**src/rtl/program_end_monitor.sv**
```systemverilog
// rtl/program_end_monitor.sv - detects the program terminator, drains the pipeline, and keeps run statistics
//
// Purpose:
//   Watches the IF stage for the all-zero terminator instruction. Once the
//   terminator is accepted, the block waits DRAIN_CYCLES so that older
//   instructions can retire, then raises end_program. A taken-branch flush
//   during the drain cancels it, because the terminator was on a wrong path.
//   An optional cycle-count timeout (MAX_CYCLES) forces completion.
//   Event counters run while the program is live and freeze on completion.
//
// Ports:
//   clk           in   rising-edge clock
//   reset         in   asynchronous, active-low reset
//   if_valid      in   IF stage holds a real fetched instruction
//   if_pc[63:0]   in   PC of the IF-stage instruction
//   if_instr[31:0] in  IF-stage instruction word
//   stall         in   IF/ID held this cycle
//   flush         in   IF/ID flushed this cycle
//   wb_valid      in   an instruction retires in WB this cycle
//   mem_read      in   MEM-stage load active
//   mem_write     in   MEM-stage store active
//   end_program   out  program complete, pipeline drained
//   timeout       out  completion was forced by MAX_CYCLES
//   pc_at_end     out  PC of the accepted terminator (or of the timeout cycle)
//   cycle_count, retired_count, stall_count, load_count, store_count
//                 out  32-bit saturating event counters
//   state[1:0]    out  FSM state (RUN=0, DRAIN=1, DONE=2)

module program_end_monitor #(
    parameter int DRAIN_CYCLES = 4,
    parameter int MAX_CYCLES   = 0
) (
    input  logic        clk,
    input  logic        reset,
    input  logic        if_valid,
    input  logic [63:0] if_pc,
    input  logic [31:0] if_instr,
    input  logic        stall,
    input  logic        flush,
    input  logic        wb_valid,
    input  logic        mem_read,
    input  logic        mem_write,
    output logic        end_program,
    output logic        timeout,
    output logic [63:0] pc_at_end,
    output logic [31:0] cycle_count,
    output logic [31:0] retired_count,
    output logic [31:0] stall_count,
    output logic [31:0] load_count,
    output logic [31:0] store_count,
    output logic [1:0]  state
);

    typedef enum logic [1:0] {
        ST_RUN   = 2'd0,
        ST_DRAIN = 2'd1,
        ST_DONE  = 2'd2
    } state_t;

    localparam logic [3:0]  LP_DRAIN  = 4'(DRAIN_CYCLES);
    localparam logic [31:0] LP_MAX_M1 = 32'(MAX_CYCLES - 1);
    localparam bit          LP_TO_EN  = (MAX_CYCLES != 0);

    state_t      r_state;
    state_t      w_next_state;
    logic [3:0]  r_drain_cnt;
    logic [3:0]  w_next_drain_cnt;
    logic        r_end_program;
    logic        r_timeout;
    logic [63:0] r_pc_at_end;
    logic [31:0] r_cycle_count;
    logic [31:0] r_retired_count;
    logic [31:0] r_stall_count;
    logic [31:0] r_load_count;
    logic [31:0] r_store_count;

    logic        w_terminator;
    logic        w_counting;
    logic        w_timeout_hit;
    logic        w_latch_pc;
    logic        w_set_timeout;

    // A held or flushed fetch is not a real terminator, even if the word is zero.
    assign w_terminator  = if_valid && !stall && !flush && (if_instr == 32'h0000_0000);
    assign w_counting    = (r_state == ST_RUN) || (r_state == ST_DRAIN);
    assign w_timeout_hit = LP_TO_EN && w_counting && (r_cycle_count == LP_MAX_M1);

    function automatic logic [31:0] sat_inc(input logic [31:0] value, input logic en);
        if (en && (value != 32'hFFFF_FFFF)) begin
            return value + 32'd1;
        end
        return value;
    endfunction

    always_comb begin
        w_next_state     = r_state;
        w_next_drain_cnt = r_drain_cnt;
        w_latch_pc       = 1'b0;
        w_set_timeout    = 1'b0;
        case (r_state)
            ST_RUN: begin
                // Timeout wins over a terminator seen on the same edge.
                if (w_timeout_hit) begin
                    w_next_state  = ST_DONE;
                    w_latch_pc    = 1'b1;
                    w_set_timeout = 1'b1;
                end else if (w_terminator) begin
                    w_next_state     = ST_DRAIN;
                    w_latch_pc       = 1'b1;
                    w_next_drain_cnt = LP_DRAIN;
                end
            end
            ST_DRAIN: begin
                // Further terminators are ignored here: no relatch, no reload.
                if (w_timeout_hit) begin
                    w_next_state  = ST_DONE;
                    w_latch_pc    = 1'b1;
                    w_set_timeout = 1'b1;
                end else if (flush) begin
                    w_next_state     = ST_RUN;
                    w_next_drain_cnt = 4'd0;
                end else begin
                    w_next_drain_cnt = r_drain_cnt - 4'd1;
                    if (r_drain_cnt == 4'd1) begin
                        w_next_state = ST_DONE;
                    end
                end
            end
            ST_DONE: begin
                w_next_state = ST_DONE;
            end
            default: begin
                w_next_state     = ST_RUN;
                w_next_drain_cnt = 4'd0;
            end
        endcase
    end

    always_ff @(posedge clk or negedge reset) begin
        if (!reset) begin
            r_state       <= ST_RUN;
            r_drain_cnt   <= 4'd0;
            r_end_program <= 1'b0;
            r_timeout     <= 1'b0;
            r_pc_at_end   <= 64'd0;
        end else begin
            r_state       <= w_next_state;
            r_drain_cnt   <= w_next_drain_cnt;
            r_end_program <= (w_next_state == ST_DONE);
            r_timeout     <= r_timeout | w_set_timeout;
            if (w_latch_pc) begin
                r_pc_at_end <= if_pc;
            end
        end
    end

    // Counters follow the current state, so the edge that enters DONE still counts.
    always_ff @(posedge clk or negedge reset) begin
        if (!reset) begin
            r_cycle_count   <= 32'd0;
            r_retired_count <= 32'd0;
            r_stall_count   <= 32'd0;
            r_load_count    <= 32'd0;
            r_store_count   <= 32'd0;
        end else if (w_counting) begin
            r_cycle_count   <= sat_inc(r_cycle_count, 1'b1);
            r_retired_count <= sat_inc(r_retired_count, wb_valid);
            r_stall_count   <= sat_inc(r_stall_count, stall);
            r_load_count    <= sat_inc(r_load_count, mem_read);
            r_store_count   <= sat_inc(r_store_count, mem_write);
        end
    end

    assign end_program   = r_end_program;
    assign timeout       = r_timeout;
    assign pc_at_end     = r_pc_at_end;
    assign cycle_count   = r_cycle_count;
    assign retired_count = r_retired_count;
    assign stall_count   = r_stall_count;
    assign load_count    = r_load_count;
    assign store_count   = r_store_count;
    assign state         = r_state;

endmodule

```
**config.mk**
```make
export PLATFORM = sky130hd
export DESIGN_NAME = program_end_monitor
export DESIGN_NICKNAME = d
export VERILOG_FILES = /design/src/rtl/program_end_monitor.sv
export SDC_FILE = /design/constraint.sdc
export NUM_CORES = 1
export LEC_CHECK = 0
export BUFFER_PORTS_ARGS = -buffer_cell sky130_fd_sc_hd__buf_2
export CORE_MARGIN = 1.5
export CORE_UTILIZATION = 45
export CTS_BUF_LIST = sky130_fd_sc_hd__clkbuf_2 sky130_fd_sc_hd__clkbuf_4 sky130_fd_sc_hd__clkbuf_8
export CTS_CLUSTER_SIZE = 30
export DETAILED_ROUTE_END_ITERATION = 16
export GPL_ROUTABILITY_DRIVEN = 0
export HOLD_SLACK_MARGIN = 0.05
export PLACE_DENSITY = 0.72
export SETUP_SLACK_MARGIN = 0.3
export SLEW_MARGIN = 5
export SYNTH_ARGS = -nofsm -noshare
export SYNTH_HDL_FRONTEND = slang
export SYNTH_SLANG_ARGS = --single-unit
```
**constraint.sdc**
```tcl
create_clock -name clk -period 4.02 [get_ports clk]
set_clock_uncertainty 0.05 [all_clocks]
set_input_delay 0.804 -clock clk [delete_from_list [all_inputs] [get_ports clk]]
set_output_delay 0.804 -clock clk [all_outputs]
set_load 0.02 [all_outputs]
```
# After elaboration in Yosys (flattened, before gate mapping)
# Index checks and enable logic that the tools add are counted.
[op_classes] reduce_logical=18 n_mux=24 n_eq_ne=10 addsub=6 n_bitwise=1
[ops] cell="$add A32 B1 Y32 const B" n=5
[ops] cell="$mux W32" n=5
[ops] cell="$ne A32 B32 Y1 const B" n=5
[ops] cell="$logic_not A32 Y1" n=1
[ops] cell="$mux W1" n=12
[ops] cell="$pmux W4 S3" n=1
[ops] cell="$reduce_and A2 Y1" n=6
[ops] cell="$mux W4" n=2
[ops] cell="$logic_and A1 B1 Y1" n=7
[ops] cell="$mux W2" n=3
[ops] cell="$pmux W2 S3" n=1
[ops] cell="$eq A2 B2 Y1 const B" n=2
[ops] cell="$eq A4 B1 Y1 const B" n=1
[ops] cell="$sub A4 B1 Y4 const B" n=1
[ops] cell="$eq A2 B1 Y1 const B" n=1
[ops] cell="$logic_not A1 Y1" n=2
[ops] cell="$logic_not A2 Y1" n=1
[ops] cell="$ne A2 B2 Y1 const B" n=1
[ops] cell="$logic_or A1 B1 Y1" n=1
[ops] cell="$not A1 Y1" n=1
[word_totals] in_bits=104 elab_cells=68 out_inout_bits=228 ff_bits=231

# Logic depth before layout (Yosys ltp)
[depth] ltp_word=7 ltp_mapped=8 depth_no_buf=6

# Least setup slack after synthesis
# Ideal clock, no wire load.
[synth_timing] kind="input to register" start="in stall" end="reg r_pc_at_end[0], in the netlist pc_at_end[0]" n_path_buf=2 required_time_ns=3.845 path_stages=6 setup_ns=0.125 slack_ns=1.476 arrival_ns=2.369 path_cell_list="nor4b_1 nand4_1 nor4_1 buf_2 buf_2 mux2_2"
[synth_via] elab_chain_len=6
[synth_lines] element="from (decl)" line="38" source="input logic stall,"
[synth_lines] element="$logic_not A1 Y1" line="84" source="assign w_terminator = if_valid && !stall && !flush && (if_instr == 32'h0000_0000);"
[synth_lines] element="$logic_and A1 B1 Y1 (3 in series)" line="84"
[synth_lines] element="$mux W1" line="107" source="end else if (w_terminator) begin"
[synth_lines] element="$mux W1"
[synth_lines] element="to (signal assigned)" line="152" source="r_pc_at_end <= if_pc;"
[synth_lines] element="to (decl)" line="70" source="logic [63:0] r_pc_at_end;"
# Every way passes these cells.
# A chain may end at the register's enable or synchronous reset.

# Final worst setup path
[layout_timing] start="reg r_state[1], in the netlist state[1]" end="reg r_pc_at_end[62], in the netlist pc_at_end[62]"
[layout_via] elab_chain_len=2
[layout_lines] element="from (decl)" line="64" source="state_t r_state;"
[layout_lines] element="from (signal assigned)" line="147" source="r_state <= w_next_state;"
[layout_lines] element="$logic_not A2 Y1" line="100" source="case (r_state)"
[layout_lines] element="$mux W1"
# Every way passes these cells.

==> flow_summary.yaml <==
run_status:
  status: "finished clean"
synthesis:
  synthArstFlopShare_pct: 100
  synth_flop_cell: "dfrtp_1"
  synth_top_area_cell: "dfrtp_1"
  syn-num-nets: 1023
  synthCells: 912
  synth.avg_cell_area_um2: 11.5
  synth_area_um2: 10500
  synth_warnings: 0
  synth.top_cell.area_share_pct: 55.2
  ys_types: 54
  ys_seq_elements: 231
  synth_edf_count: 0
  synth_area_leaders: "dfrtp_1, xnor2_1, mux2_2, xor2_1, nand4_1"
  yosysSeqAreaShare_pct: 55.2
global_routing:
  grt_first_pass_wirelength_mm: 42.1
  antenna_found_initial: 0
  grt-ovfl-total: 0
  grt.total_usage_pct: 21.4
  grt_max_degree: 100
  grt_pass1_vias: 8291
floorplanning:
  start_util_pct: 46.1
  rows: 55
  chipHeight_um: 156
  die_area_um2: 24200
  pin_count: 332
  core_um2: 22700
  die_w_um: 156
worst_setup_path:
  path_max_fanout: 44
  r2r-start: "state[1]"
  cp-start-kind: "flop"
  criticalPathCategory: "flop to flop"
  worstPathRequired_ps: 4360
  arrival_ps: 2980
  endpoint_kind: "flop"
  startpoint: "state[1]"
timing:
  worst_hold_slack_ps: 244
  worst_slack_ps: 1380
  timing.final.crit_share_pct: 65.7
  rsz0062_at_grt: "false"
  worst_slew_pin_slew_ps: 1030
  max_freq_mhz: 378
  slew_headroom_pct: 31.2
  setup-tns-final_ps: 0
  finalMaxSlewViolations: 0
  final-hold-violation-count: 0
  setup_viol: 0
  fin_crit_ps: 2640
clock_tree:
  ctsHoldBuffers: 0
  cts_htree_levels: 2
  cts.sinks: 231
  clk_latency_ps: 520
  cts-root-buf: "clkbuf_8"
  cts_max_path_buffers: 3
  path_clk_slew_ps: 60
  cts_buffers: 40
  cts_tree: "built"
  postCtsSetupRepairBufs: 0
  cts_resized: 0
final_layout:
  final_cell_mix: "buf_2, dfrtp_1, xnor2_1, nand2_1, mux2_2"
  fin_nets: 1381
  area_growth_pct: 27.0
  layout_commonest_cell: "buf_2"
  drive_above_1_share_pct: 37.8
  antenna_cells: 0
detailed_routing:
  first_pass_iters: 5
  route.top_layer_used: "met4"
  wl_met3_mm: 1.67
  via_per_inst: 5.29
  wl_met1_mm: 10.9
  drcViolationCount: 0
  final_antenna_net_count: 0
  vias: 8380
  routedWlPerCell_um: 16.3
  wl_met2_mm: 12.3
  totalWireLength_mm: 25.7
  drt_iter0_markers: 422
placement:
  port_buffers: 330
  place_hpwl_mm: 18.7
  preCtsSetupSlack_ps: 960
pwr:
  power_w: 0.00465
  irDropWorstVdd_mv: 0.311
  cellPowerDensity_nw_per_um2: 349
  leakagePower_nw: 6.96
run:
  maxCapViolCount: 0
hold_path:
  hold_path_class: "primary input to async pin"
## per-stage QoR
stage / area, um2 / util (%) / instances
final: 13300 / 58.6 / 1583
after global placement: 12500 / 54.9 / 1513
after CTS: 13300 / 58.6 / 1583
after floorplan: 10500 / - / 912
after detailed placement: 12500 / 54.9 / 1513
after global routing: 13300 / 58.6 / 1583
## sequential cells by signal (all words and copies together), names as in the netlist
| register | count |
|---|---|
| store_count | 32 |
| retired_count | 32 |
| cycle_count | 32 |
| state | 2 |
| end_program | 1 |
| stall_count | 32 |
| r_drain_cnt | 4 |
| pc_at_end | 64 |
| load_count | 32 |
## layer usage
layer,vias up,GRT usage (%)
met5,-,0
met4,0,8.62
met3,56,4.72
met2,289,35.5
met1,4051,27.4
li1,3984,-
## power by group
group / internal, W / switching [W]
Combinational: 0.0000524 / 0.0000811
Clock: 0.00124 / 0.000927
Sequential: 0.00233 / 0.00000992
## kinds of logic (layout without fill, tap and decap cells)
group | Yosys count | after routing | synth area share (%)
and+or+nand+nor | 382 | 382 | 20.1
DFF | 231 | 231 | 55.2
xor gates and xnor gates | 150 | 150 | 12.5
muxes | 71 | 71 | 7.62
buffers and inverters | 42 | 428 | 1.68
AOI/OAI and AO/OA | 28 | 28 | 2.00
adders and majority gates | 7 | 7 | 0.836
other | 1 | 1 | 0.0358
## worst paths after layout
| path | end | slack [ps] | cells after the start |
|---|---|---|---|
| setup / recovery | pc_at_end[62] | 1380 | 5 |
| hold / removal | retired_count[26] | 240 | 1 |
| setup reg to reg | pc_at_end[62] | 1380 | 5 |
| hold reg to reg | stall_count[15] | 440 | 1 |
| max in group asynchronous | cycle_count[20] | 2730 | 2 |
| min in group clk | stall_count[15] | 440 | 1 |
## cell usage after synthesis, types with 2 or more instances
cell type and n:
a31oi_1 5, or2_2 3, nor2b_1 5, nand3_1 58
o31ai_1 2, and2_1 5, or4_1 4, and4_1 11
dfrtp_1 231, and3_1 26, buf_2 12, nor3_1 41
nor3b_1 3, a211o_1 3, inv_1 21, nand4b_1 8
nand4_1 60, o21ai_0 2, nor4_1 20, xnor2_1 96
nand3b_1 2, nor3_2 2, o22ai_1 3, clkbuf_1 7
xor2_1 54, a31o_2 2, nor2_1 47, nor4b_1 2
nand2_1 71, a21oi_1 3, mux2_2 70, ha_1 7
or3_1 5
## worst max-delay path, stage by stage, from the launching register on
cell and delay, ps:
dfrtp_1 610, nor2_1 390, nand3_1 190, nor4_2 290, buf_4 540, mux2_2 410
## area by class of cell
| class | instances | area, um2 |
|---|---|---|
| inverter | 22 | 82.6 |
| tap | 285 | 357 |
| sequential | 231 | 5780 |
| clock buffer | 61 | 783 |
| timing repair buffer | 336 | 1730 |
| clock inverter | 9 | 45.0 |
| multi-input combinational | 639 | 4520 |
| fill | 1937 | 9410 |
Note: power is estimated with default switching activity, not from simulation.
